## config.mk

```make
export PLATFORM = sky130hd
export DESIGN_NAME = uart_tx_mmio
export DESIGN_NICKNAME = d
export VERILOG_FILES = /design/src/rtl/uart_tx_mmio.sv
export SDC_FILE = /design/constraint.sdc
export NUM_CORES = 1
export LEC_CHECK = 0
export ABC_AREA = 1
export CAP_MARGIN = 20
export CORE_MARGIN = 1.5
export CORE_UTILIZATION = 30
export CTS_CLUSTER_SIZE = 24
export DETAILED_ROUTE_END_ITERATION = 16
export PLACE_DENSITY = 0.58
export SETUP_SLACK_MARGIN = 0.15
export SLEW_MARGIN = 20
export SYNTH_ARGS = -nofsm -noshare
export SYNTH_HDL_FRONTEND = slang
export SYNTH_SLANG_ARGS = --single-unit
```

## constraint.sdc

```tcl
create_clock -name clk_i -period 2.9 [get_ports clk_i]
set_clock_uncertainty 0.2 [all_clocks]
set_input_delay 0.58 -clock clk_i [delete_from_list [all_inputs] [get_ports clk_i]]
set_output_delay 0.58 -clock clk_i [all_outputs]
set_load 0.01 [all_outputs]
```

## src/rtl/uart_tx_mmio.sv

```systemverilog
// uart_tx_mmio: memory-mapped UART transmitter on the CPU data bus.
//   BASE_ADDR+0  TXDATA  write pushes w_data_i[7:0] into the TX FIFO, reads 0
//   BASE_ADDR+4  STATUS  [0] full [1] empty [2] busy [3] overflow (sticky,
//                        write 1 to clear) [7:4] FIFO count [8] parity enabled
// Frames are 8N1 by default. Define UART_TX_PARITY_EN to insert an even-parity
// bit between the data bits and the stop bit (8E1).
module uart_tx_mmio #(
  parameter int unsigned CLK_HZ     = 6000000,
  parameter int unsigned BAUD       = 115200,
  parameter int unsigned FIFO_DEPTH = 4,
  parameter logic [31:0] BASE_ADDR  = 32'h0000_2000
) (
  input  logic        clk_i,
  input  logic        reset_n_i,
  input  logic [31:0] addr_i,
  input  logic [31:0] w_data_i,
  input  logic        w_ena_i,
  input  logic        r_ena_i,
  output logic [31:0] r_data_o,
  output logic        tx_o,
  output logic        busy_o
);

  // Bit period in clocks; the baud counter runs 0..DIV-1 inside every bit.
  localparam int unsigned DIV    = CLK_HZ / BAUD;
  localparam int unsigned PTR_W  = $clog2(FIFO_DEPTH);
  localparam int unsigned CNT_W  = $clog2(FIFO_DEPTH) + 1;
  localparam int unsigned BAUD_W = (DIV > 1) ? $clog2(DIV) : 1;

  localparam logic [31:0]       TXDATA_ADDR = BASE_ADDR;
  localparam logic [31:0]       STATUS_ADDR = BASE_ADDR + 32'd4;
  localparam logic [BAUD_W-1:0] BAUD_LAST   = BAUD_W'(DIV - 1);
  localparam logic [CNT_W-1:0]  CNT_FULL    = CNT_W'(FIFO_DEPTH);

`ifdef UART_TX_PARITY_EN
  localparam logic PARITY_FLAG = 1'b1;

  typedef enum logic [2:0] {
    S_IDLE,
    S_START,
    S_DATA,
    S_PARITY,
    S_STOP
  } state_e;
`else
  localparam logic PARITY_FLAG = 1'b0;

  typedef enum logic [2:0] {
    S_IDLE,
    S_START,
    S_DATA,
    S_STOP
  } state_e;
`endif

  // Transmit FSM state and bit timing
  state_e            state_q, state_d;
  logic [BAUD_W-1:0] baud_q, baud_d;
  logic [2:0]        bit_q, bit_d;
  logic [7:0]        shift_q, shift_d;

  // Transmit FIFO
  logic [7:0]        fifo_mem [FIFO_DEPTH];
  logic [PTR_W-1:0]  wr_ptr_q, wr_ptr_d;
  logic [PTR_W-1:0]  rd_ptr_q, rd_ptr_d;
  logic [CNT_W-1:0]  count_q, count_d;
  logic              ovf_q, ovf_d;
  logic              busy_q, busy_d;

  logic              full;
  logic              empty;
  logic              push_req;
  logic              push_ok;
  logic              pop;
  logic              ovf_clr;
  logic              baud_tick;
  logic [7:0]        fifo_head;
  logic [31:0]       status;

  // Only the low byte of a store is transmitted.
  logic              unused_wdata;
  assign unused_wdata = ^w_data_i[31:8];

  // Bus decode and FIFO flags.
  always_comb begin
    full      = (count_q == CNT_FULL);
    empty     = (count_q == '0);
    push_req  = w_ena_i && (addr_i == TXDATA_ADDR);
    ovf_clr   = w_ena_i && (addr_i == STATUS_ADDR) && w_data_i[3];
    // A pop in the same cycle frees a slot, so a full FIFO still accepts.
    push_ok   = push_req && (!full || pop);
    fifo_head = fifo_mem[rd_ptr_q];
    baud_tick = (baud_q == BAUD_LAST);
  end

  // Transmit FSM next state: framing, bit sequencing and FIFO pops.
  always_comb begin
    state_d = state_q;
    baud_d  = baud_q;
    bit_d   = bit_q;
    shift_d = shift_q;
    pop     = 1'b0;

    // The baud counter only runs while a frame is on the line.
    if (state_q == S_IDLE) begin
      baud_d = '0;
    end else if (baud_tick) begin
      baud_d = '0;
    end else begin
      baud_d = baud_q + 1'b1;
    end

    case (state_q)
      S_IDLE: begin
        bit_d = '0;
        if (!empty) begin
          pop     = 1'b1;
          shift_d = fifo_head;
          state_d = S_START;
        end
      end
      S_START: begin
        if (baud_tick) begin
          bit_d   = '0;
          state_d = S_DATA;
        end
      end
      S_DATA: begin
        if (baud_tick) begin
          if (bit_q == 3'd7) begin
`ifdef UART_TX_PARITY_EN
            state_d = S_PARITY;
`else
            state_d = S_STOP;
`endif
          end else begin
            bit_d = bit_q + 3'd1;
          end
        end
      end
`ifdef UART_TX_PARITY_EN
      S_PARITY: begin
        if (baud_tick) begin
          state_d = S_STOP;
        end
      end
`endif
      S_STOP: begin
        // Chain straight into the next start bit when more data is queued.
        if (baud_tick) begin
          bit_d = '0;
          if (!empty) begin
            pop     = 1'b1;
            shift_d = fifo_head;
            state_d = S_START;
          end else begin
            state_d = S_IDLE;
          end
        end
      end
      default: begin
        state_d = S_IDLE;
      end
    endcase
  end

  // FIFO pointer, occupancy, overflow and busy next state.
  always_comb begin
    wr_ptr_d = wr_ptr_q;
    rd_ptr_d = rd_ptr_q;
    count_d  = count_q;
    ovf_d    = ovf_q;

    if (push_ok) begin
      wr_ptr_d = wr_ptr_q + 1'b1;
    end
    if (pop) begin
      rd_ptr_d = rd_ptr_q + 1'b1;
    end

    case ({push_ok, pop})
      2'b10:   count_d = count_q + 1'b1;
      2'b01:   count_d = count_q - 1'b1;
      default: count_d = count_q;
    endcase

    // A dropped write sets the sticky flag; software clears it via STATUS.
    if (push_req && !push_ok) begin
      ovf_d = 1'b1;
    end else if (ovf_clr) begin
      ovf_d = 1'b0;
    end

    // Built from next-state values so busy rises on the pushing edge.
    busy_d = (state_d != S_IDLE) || (count_d != '0);
  end

  // Control and framing registers; reset aborts any frame in flight.
  always_ff @(posedge clk_i or negedge reset_n_i) begin
    if (!reset_n_i) begin
      state_q  <= S_IDLE;
      baud_q   <= '0;
      bit_q    <= '0;
      shift_q  <= '0;
      wr_ptr_q <= '0;
      rd_ptr_q <= '0;
      count_q  <= '0;
      ovf_q    <= 1'b0;
      busy_q   <= 1'b0;
    end else begin
      state_q  <= state_d;
      baud_q   <= baud_d;
      bit_q    <= bit_d;
      shift_q  <= shift_d;
      wr_ptr_q <= wr_ptr_d;
      rd_ptr_q <= rd_ptr_d;
      count_q  <= count_d;
      ovf_q    <= ovf_d;
      busy_q   <= busy_d;
    end
  end

  // FIFO storage; contents are only meaningful below the occupancy count.
  always_ff @(posedge clk_i) begin
    if (push_ok) begin
      fifo_mem[wr_ptr_q] <= w_data_i[7:0];
    end
  end

  // Serial line level; idle (and reset) is high.
  always_comb begin
    tx_o = 1'b1;
    case (state_q)
      S_START:  tx_o = 1'b0;
      S_DATA:   tx_o = shift_q[bit_q];
`ifdef UART_TX_PARITY_EN
      S_PARITY: tx_o = ^shift_q;
`endif
      default:  tx_o = 1'b1;
    endcase
  end

  // STATUS word and combinational read mux.
  always_comb begin
    status      = '0;
    status[0]   = full;
    status[1]   = empty;
    status[2]   = busy_q;
    status[3]   = ovf_q;
    status[7:4] = 4'(count_q);
    status[8]   = PARITY_FLAG;
    r_data_o    = (r_ena_i && (addr_i == STATUS_ADDR)) ? status : '0;
  end

  assign busy_o = busy_q;

endmodule
```

==> impl_results.md <==
- CP bufs+invs: 3
- Crit-path most repeated cell: nor2_2
- GRT Overall Usage: 0.1173
- CTS clk-pin slew, worst paths: 0.07 ns
- Layout area overhead: 30.29%
- Largest family of logic cells by synthesized area: simple AND/OR/NAND/NOR gates
- Synth area leaders: edfxtp_1, dfrtp_1, nor2_1
- Fillers: 1018
- Routed Antenna Nets: 0
- GPL Wtd Cong: 0.7724
- Layout cell share with drive strength beyond 1: 0.1716
- Path type of the worst setup path: in2out
- Row count: 37
- Hold Path Depth: 1
- Synth area leader: edfxtp_1
- Unrepaired setup endpoints after global routing: no
- Pwr per Cell Area: 513.9 nW/um^2
- Multi-input logic area: 1251 um^2
- Final worst path period share: 0.9155
- #FFs+latches synth: 61
- Area share of the largest cell type after synthesis: 0.3061
- Final non-filler cell total: 538
- Number of global-route vias before repair: 2238
- Clock Sinks: 61
- H-tree levels: 3
- CP delay by family, top: buffers and inverters
- Dpl cells: 522
- Drt initial violations: 79
- Cell variety after synth: 35
- Clock Tree Buf Depth: 2
- Max_cap viols: 0
- Final Hold Fails: 0
- Number of cells on the worst reg-to-reg path: 12
- Hold Crit Class: reg2reg
- Largest net degree at the start of global routing: 30
- Critical path launch point type: primary input
- Async SR Flop Fraction: 0.4754
- Max FO, Critical Path: 4
- Wire length per cell: 11.38 um
- Hold wc startpoint: baud_q[0]
- Drt drc: 0
- Die ar.: 11090 um^2
- Synthesized area: 3139 um^2
- Post-synth EDFFs: 32
- Root buf cell: clkbuf_8
- Drt total wl: 6121 um
- Mux cell area share after synthesis: 0.004783
- Ant. Diodes: 0
- Main synth FF type: edfxtp_1
- Initial antenna violation count: 0
- Fin crit period: 2.655 ns
- # IOs: 102
- Slowest CP cell: clkdlybuf4s50_1
- Commonest cells after routing, fill and taps aside: nor2_1, nand2_1, edfxtp_1
- GR Util met1: 0.1329
- Syn avg cell area: 9.513 um^2
- Vias: 2299
- Peak supply drop: 0.3244 mV
- Most common cell after layout, fill and taps aside: nor2_1
- Seq/Total Area, Yosys: 0.5373
- Leak Pwr: 1.931 nW
- Register area: 1688 um^2
- Synth Area in XOR/XNOR: 0.01116
- Crit path arrival time: 1.87 ns
- Critical R2R Capture: busy_o
- Hold_buf cts: 0
- Core Region: 10230 um^2
- Post-synthesis simple-gate area fraction: 0.2276
- Mapped Cells: 330
- Final Max Tran Viols: 0
- Met2 usage: 0.2045
- Critical path required time: 2.12 ns
- Worst-Skew Late Latency: 0.34 ns
- Overflow after GRT: 0
- Final net count: 473
- Crit Reg-Reg Startpoint: baud_q[0]
- Total CTS buffers: 9
- Number of vias per cell: 4.273
- Met3 GRT Util: 0.03711
- Critical-path cell list: clkdlybuf4s50_1 > nor2_1 > nand2_1 > nor2_2 > nand2_2 > nor2_8 > nand3_4 > buf_6 > nor2_2 > buf_2
- First-pass DRT Iterations: 4
- I/O Buffers: 52
- Status: finished, final reports clean
- Yosys warns: 0
- Max incr delay on CP: 0.40 ns
- WHS Endpoint: baud_q[0]
- Initial core utilization: 0.3068
- Busiest grt layer: met2
- Die H: 105.3 um
- Worst Setup End Kind: output port
- Chip Width: 105.3 um
- Fmax: 376.7 MHz
- Pwr Total: 0.002102 W
- Reg2reg setup slack: 0.55 ns
- Adder-Cell Fraction of Synth Area: 0.03428
- Synth Area in Compound Gates: 0.07493
- Setup violators final: 0
- Detailed Place HPWL: 4367 um
- First-pass GRT wire length: 10230 um
- CTS tree: yes
[synth_stat cells (2+ instances only)]
| master | n |
|---|---|
| clkbuf_1 | 4 |
| buf_2 | 2 |
| nand3_4 | 4 |
| nand2_2 | 7 |
| nor2_2 | 3 |
| nand2_4 | 2 |
| ha_1 | 7 |
| buf_4 | 25 |
| or2_2 | 2 |
| a31oi_1 | 4 |
| inv_1 | 30 |
| dfrtp_1 | 29 |
| xor2_1 | 3 |
| o21ai_0 | 27 |
| edfxtp_1 | 32 |
| nand3_1 | 14 |
| nand4_1 | 2 |
| inv_2 | 2 |
| a21oi_1 | 7 |
| o22ai_1 | 4 |
| nand2_1 | 38 |
| nor2_1 | 69 |
[flip-flops by register name, indices dropped and copies added (netlist names)]
signal    flops
baud_q        6
wr_ptr_q      2
fifo_mem     32
rd_ptr_q      2
bit_q         3
state_q       3
count_q       3
shift_q       8
busy_o        1
ovf_q         1
[kinds of logic after synthesis]
group	Yosys count
compound gates	44
xor+xnor	4
fa+ha+maj	8
buf+inv	64
flops	61
mux	1
other cells	1
simple gates	147
[routing by layer]
layer,wire length [um],vias up
met5,0,-
met4,98,0
met3,236,11
met2,3114,50
met1,2671,1079
li1,-,1159
[worst max-delay path by stage]
| stage | from | end | cells past startpoint |
|---|---|---|---|
| after detailed placement | addr_i[13] | r_data_o[0] | 10 |
| after global placement | addr_i[13] | r_data_o[4] | 11 |
| after CTS | addr_i[4] | r_data_o[3] | 10 |
| after global routing | addr_i[28] | r_data_o[4] | 10 |
| final | addr_i[7] | r_data_o[4] | 10 |
| after floorplan | addr_i[28] | r_data_o[0] | 7 |
[where the power goes]
part	internal, W	leakage (nW)	total (W)	switching, W
combinational	0.000123	1.14	0.000295	0.000173
clock	0.000488	0.108	0.000833	0.000345
sequential	0.000949	0.681	0.000973	0.0000247
[worst reg2reg max path, delay by kind of cell, from the launching register on]
family / cells / cell delay (ns)
adder cells (fa/ha/maj): 2 / 0.75
buffers and inverters: 2 / 0.20
flip-flops: 1 / 0.37
AND/OR/NAND/NOR: 8 / 0.73
[layout make-up]
type                    count  area share
inverters                  33     0.03151
clock buffers               9     0.03028
multi-input cells         230      0.3059
repair buffers             62      0.1542
clock inverters             7     0.02386
flip-flops and latches     61      0.4127
well taps                 136     0.04160
[through the flow]
stage / setup WS [ns] / instance area [um^2] / hold slack, ns / setup TNS, ns / util
4_1_cts: 0.1710 / 3996 / 0.2669 / 0 / 0.3906
5_1_grt: 0.1420 / 4090 / 0.2963 / 0 / 0.3998
6_report: 0.2451 / 4090 / 0.2668 / 0 / 0.3998
2_1_floorplan: 0.4865 / 3233 / 0.08441 / 0 / -
3_5_place_dp: -0.3443 / 3786 / 0.2572 / -2.327 / 0.3701
3_3_place_gp: -0.3381 / 3786 / 0.2484 / -2.321 / 0.3701
[timing repair]
action	4_1_cts	5_1_grt
buffers inserted	0	0
gates resized for setup	37	36
hold endpoints to repair	0	0
pin swaps	4	32
setup endpoints to repair	8	7
Note: power is estimated with default switching activity, not from simulation.
==> variant 1: new RTL, same flow settings <==
Register the inputs `addr_i`, `w_data_i`, `w_ena_i` and `r_ena_i` before use, with the module's reset. The logic sees them one clock later.
--- a/src/rtl/uart_tx_mmio.sv
+++ b/src/rtl/uart_tx_mmio.sv
@@ -33,4 +33,23 @@
   localparam logic [CNT_W-1:0]  CNT_FULL    = CNT_W'(FIFO_DEPTH);
 
+  logic [31:0] addr_q;
+  logic [31:0] w_data_q;
+  logic w_ena_q;
+  logic r_ena_q;
+
+  always_ff @(posedge clk_i or negedge reset_n_i) begin
+    if (!reset_n_i) begin
+      addr_q   <= '0;
+      w_data_q <= '0;
+      w_ena_q  <= '0;
+      r_ena_q  <= '0;
+    end else begin
+      addr_q   <= addr_i;
+      w_data_q <= w_data_i;
+      w_ena_q  <= w_ena_i;
+      r_ena_q  <= r_ena_i;
+    end
+  end
+
 `ifdef UART_TX_PARITY_EN
   localparam logic PARITY_FLAG = 1'b1;
@@ -80,5 +99,5 @@
   // Only the low byte of a store is transmitted.
   logic              unused_wdata;
-  assign unused_wdata = ^w_data_i[31:8];
+  assign unused_wdata = ^w_data_q[31:8];
 
   // Bus decode and FIFO flags.
@@ -86,6 +105,6 @@
     full      = (count_q == CNT_FULL);
     empty     = (count_q == '0);
-    push_req  = w_ena_i && (addr_i == TXDATA_ADDR);
-    ovf_clr   = w_ena_i && (addr_i == STATUS_ADDR) && w_data_i[3];
+    push_req  = w_ena_q && (addr_q == TXDATA_ADDR);
+    ovf_clr   = w_ena_q && (addr_q == STATUS_ADDR) && w_data_q[3];
     // A pop in the same cycle frees a slot, so a full FIFO still accepts.
     push_ok   = push_req && (!full || pop);
@@ -224,5 +243,5 @@
   always_ff @(posedge clk_i) begin
     if (push_ok) begin
-      fifo_mem[wr_ptr_q] <= w_data_i[7:0];
+      fifo_mem[wr_ptr_q] <= w_data_q[7:0];
     end
   end
@@ -250,5 +269,5 @@
     status[7:4] = 4'(count_q);
     status[8]   = PARITY_FLAG;
-    r_data_o    = (r_ena_i && (addr_i == STATUS_ADDR)) ? status : '0;
+    r_data_o    = (r_ena_q && (addr_q == STATUS_ADDR)) ? status : '0;
   end
 
Behaviour: not the same (a bounded check fails within 4 cycles, from zero or initial values and one cycle with reset_n_i low).
==> variant 1 against the original RTL <==
Core utilization down 1.8 points; clock power up 39%; worst setup slack better by 0.12 ns; non-clock buffer count down 4; design area up 25%; global-route usage down 1.0 points; sequential share of layout area up 12 points; fmax up 4.7%; wire length up 14%; area after synthesis up 32%; via count up 12%; total power up 45%; sequential cell count up 42.
==> variant 1: results (changes against the original RTL) <==
status:
  status: "finished, final reports clean"
pwr:
  leakage_uw: 0.00216  # +12%
  irDropWorstVdd_uv: 273  # -16%
worst_setup_path:
  startpoint: "addr_q[8]"
  cp.arrival_ns: 1.76  # -0.11 ns
  path_max_fanout: 7  # +3
clock_tree:
  post_cts_buffers: 1  # +1
  cts_made_buffers: 9  # unchanged
  cts_resized: 11  # -70%
  htree_levels: 3  # unchanged
  clock_latency_ns: 0.34  # about the same
  clockRootBuffer: "clkbuf_16"
  clk_pin_slew_ns: 0.06
routing:
  via_per_inst: 4.17  # -2.4%
  top_layer_used: "met4"
  drt_first_iter_violations: 111  # +41%
  wl_per_cell_um: 11.3  # -0.81%
  drt-met1-wl_um: 3000  # +12%
  dr_wl_met3_um: 261  # +11%
  route.met2.wl_um: 3540  # +14%
  firstDrtPassIters: 4  # unchanged
logic_synthesis:
  synthDistinctLibCells: 35  # unchanged
  synthFlopType: "dfrtp_1"
  synth_area_leaders: "dfrtp_1, edfxtp_1, nor2_1"
  netlist_instances: 372  # +13%
  async_reset_ff_share_pct: 68.9  # +21 points
  ys_seq_area_share_pct: 65.8  # +12 points
  yosysWarnings: 0  # unchanged
  synth_common_cells: "nor2_1, dfrtp_1, nand2_1"
  synth_edf_count: 32  # unchanged
placed_design:
  place_area_sq_um: 4820  # +27%
  dp_slack_ns: 0.130  # +0.474 ns
  gp_congestion: 0.778  # +0.75%
  dp_cells: 600  # +15%
  hpwlAfterDp_um: 4810  # +10%
finish:
  instances_no_fill: 617  # +15%
  reg_top3: "addr_q (32), fifo_mem (32)"
  layout-drive-gt1-share_pct: 11.6  # -5.6 points
  fin_nets: 512  # +8.2%
  fillCellCount: 1300  # +28%
  diodes: 0  # unchanged
global_route:
  grt_usage_pct: 10.7  # -1.0 points
  grt_max_degree: 72  # +140%
  use_met2_pct: 18.6  # -1.9 points
  antenna_found_initial: 0  # unchanged
  grt_util_met3_pct: 3.49  # -0.22 points
  grt_pass1_vias: 2516  # +12%
  top_usage_layer: "met2"
  grt.met1_usage_pct: 11.8  # -1.4 points
  grt_first_pass_wirelength_um: 11800  # +15%
run:
  maxCapViolCount: 0  # unchanged
sta:
  max_slew_margin_pct: 39.4
  hold_viol: 0  # unchanged
worst_hold_path:
  hp-class: "input port to async pin"
variant 1: cell count changes after synthesis, sizes merged, moves of 2 or more:
cell,delta
dfrtp,+42
nand2,-5
nor2,+5
inv,+3
nand3,-3
clkbuf,-2
clkinv,+2
or2,-2
variant 1: final timing paths:
kind	end	slack (ns)	cells past startpoint
worst max-delay path	r_data_o[1]	0.36	8
worst min-delay path	w_data_q[5]	0.15	1
worst max register to register	busy_o	0.41	14
worst min register to register	baud_q[0]	0.26	1
max in group asynchronous	w_data_q[2]	1.73	1
min in group clk_i	baud_q[0]	0.26	1
variant 1: logic make-up after synthesis:
logic type / count (synthesis) / synth area share (%)
compound gates: 45 / 5.84
xor+xnor: 5 / 1.05
fa+ha+maj: 8 / 2.59
buf+inv: 68 / 8.58
flops: 103 / 65.8
mux: 1 / 0.361
other cells: 1 / 0.0902
simple gates: 141 / 15.6
variant 1: critical path, cell delays in order (launching register included):
cell and delay [ns]:
dfrtp_1 0.36, nor2_1 0.10, nand2_1 0.07, nor2_2 0.12, nand2_1 0.10, nor2_4 0.15
nand3_4 0.12, nor2_2 0.12, dlygate4sd2_1 0.28
variant 1: cell type report:
type,instances,share of cell area [%]
flip-flops and latches,103,53.5
clock inverters,6,1.22
inverters,38,2.89
multi-input cells,226,23.0
clock buffers,10,4.48
well taps,176,4.31
repair buffers,58,10.6
variant 1: where the power goes:
group	total (uW)	switching, uW	internal (uW)
logic	281	162	119
registers	1590	33.0	1560
clock network	1160	497	666
total	3040	692	2350
variant 1: metrics by stage:
step | hold slack [ns] | utilization (%)
finish | 0.146 | 38.2
global route | 0.261 | 38.2
CTS | 0.211 | 38.2
detailed placement | 0.253 | 36.0
global placement | 0.248 | 36.0
floorplan | 0.0844 | -
==> variant 2: new RTL, same flow settings <==
Made on the original files. Set the localparam `PARITY_FLAG` to 1'b1 (it was 1'b0).
--- a/src/rtl/uart_tx_mmio.sv
+++ b/src/rtl/uart_tx_mmio.sv
@@ -44,5 +44,5 @@
   } state_e;
 `else
-  localparam logic PARITY_FLAG = 1'b0;
+  localparam logic PARITY_FLAG = 1'b1;
 
   typedef enum logic [2:0] {
Behaviour: not the same (a bounded check fails within 4 cycles, from zero or initial values and one cycle with reset_n_i low).
==> variant 2 against the original RTL <==
Sequential cell count stayed put; area after synthesis fell by 0.92%; wire length rose by 0.98%; design area shrank 2.4%; critical path depth unchanged; worst setup slack worse by 0.079 ns; highest routed layer unchanged.
Power is not compared: it rests on default switching activity, and its combinational part moved more than twofold at a synthesized area within 25%.
==> variant 2: results (changes against the original RTL) <==
logic_synthesis:
  synth_area_leaders: "edfxtp_1, dfrtp_1, nor2_1"
  synthFlopType: "edfxtp_1"
  yosysWarnings: 0  # unchanged
  ys_seq_area_share_pct: 54.2  # +0.50 points
  synthDistinctLibCells: 40  # +14%
  async_reset_ff_share_pct: 47.5  # unchanged
  synth_common_cells: "nor2_1, edfxtp_1, dfrtp_1, inv_1"
global_route:
  grt_usage_pct: 12.0  # +0.29 points
  grt_first_pass_wirelength_um: 10400  # +1.6%
  grt_pass1_vias: 2259  # +0.94%
clock_tree:
  clock_latency_ns: 0.34  # about the same
placed_design:
  hpwlAfterDp_um: 4340  # -0.58%
  gp_congestion: 0.773  # about the same
  io_buffers: 53  # +1.9%
  place_area_sq_um: 3770  # -0.46%
finish:
  reg_top3: "fifo_mem (32), shift_q (8), baud_q (6)"
  diodes: 0  # unchanged
  fin_nets: 471  # -0.42%
  layout-drive-gt1-share_pct: 16.3  # -0.91 points
routing:
  drt_first_iter_violations: 88  # +11%
  via_per_inst: 4.29  # +0.32%
  drt_wl_total_um: 6180  # +0.98%
status:
  status: "finished, final reports clean"
worst_setup_path:
  cp_top_family: "buffers and inverters"
  crit_slowest_cell: "clkdlybuf4s50_1"
  crit_required_ns: 2.12  # about the same
run:
  maxCapViolCount: 0  # unchanged
==> variant 2: cell count changes in the layout (fill, tap and decap cells not counted), moves of 3 or more <==
cell,before,now
a21oi_1,7,4
a31oi_1,4,8
clkdlybuf4s50_1,17,26
dlymetal6s2s_1,26,18
nand2_1,37,25
nand2_2,8,5
nand3_1,13,10
nor2_1,61,80
nor2_2,10,6
o22ai_1,4,1
==> variant 2: logic make-up after synthesis <==
logic type               after synthesis  synth area share [%]
AND/OR/NAND/NOR                      145                  22.0
XOR/XNOR                               4                  1.13
other                                  1                 0.121
AO/OA/AOI/OAI                         43                  7.92
flip-flops                            61                  54.2
adder cells (fa/ha/maj)                8                  3.46
multiplexers                           1                 0.483
buffers and inverters                 62                  10.7
==> variant 2: stage by stage <==
stage | setup WS [ns] | cells
2_1_floorplan | 0.541 | 349
3_3_place_gp | -0.329 | 516
3_5_place_dp | -0.311 | 516
4_1_cts | 0.0650 | 532
5_1_grt | 0.0829 | 533
6_report | 0.166 | 533
==> variant 2: worst paths after layout <==
path                               end  slack (ns)  cells after the start
setup / recovery           r_data_o[3]        0.17                     10
hold / removal               baud_q[0]        0.28                      1
setup reg to reg                busy_o        0.48                     13
hold reg to reg              baud_q[0]        0.28                      1
max in group asynchronous   shift_q[4]        1.79                      2
min in group asynchronous       busy_o        0.43                      2
==> variant 2: repair_timing <==
item	in CTS	in global routing
endpoints found under the hold margin	0	0
gates resized for setup	31	29
setup buffers	0	1
hold buffers	0	0
setup endpoints to repair	9	8
pin swaps	0	23
==> variant 2: layout make-up <==
cell class              instances  area, sq um
clock buffers                  11          141
clock inverters                 5         36.3
fillers                       974         5920
inverters                      33          129
multi-input cells             226         1210
flip-flops and latches         61         1690
well taps                     133          166
repair buffers                 64          624
==> variant 2: layer usage <==
| metal | GRT usage (%) | share of wire [%] |
|---|---|---|
| met2 | 20.7 | 52 |
| met5 | 0 | 0 |
| met3 | 3.68 | 3.3 |
| met4 | 5.28 | 1.1 |
| met1 | 13.7 | 43 |
==> variant 2: power breakdown <==
part | switching (uW) | leakage (uW) | internal, uW
clock | 328 | 0.0000820 | 334
sequential | 111 | 0.000640 | 1030
combinational | 399 | 0.00109 | 270
total | 838 | 0.00181 | 1630
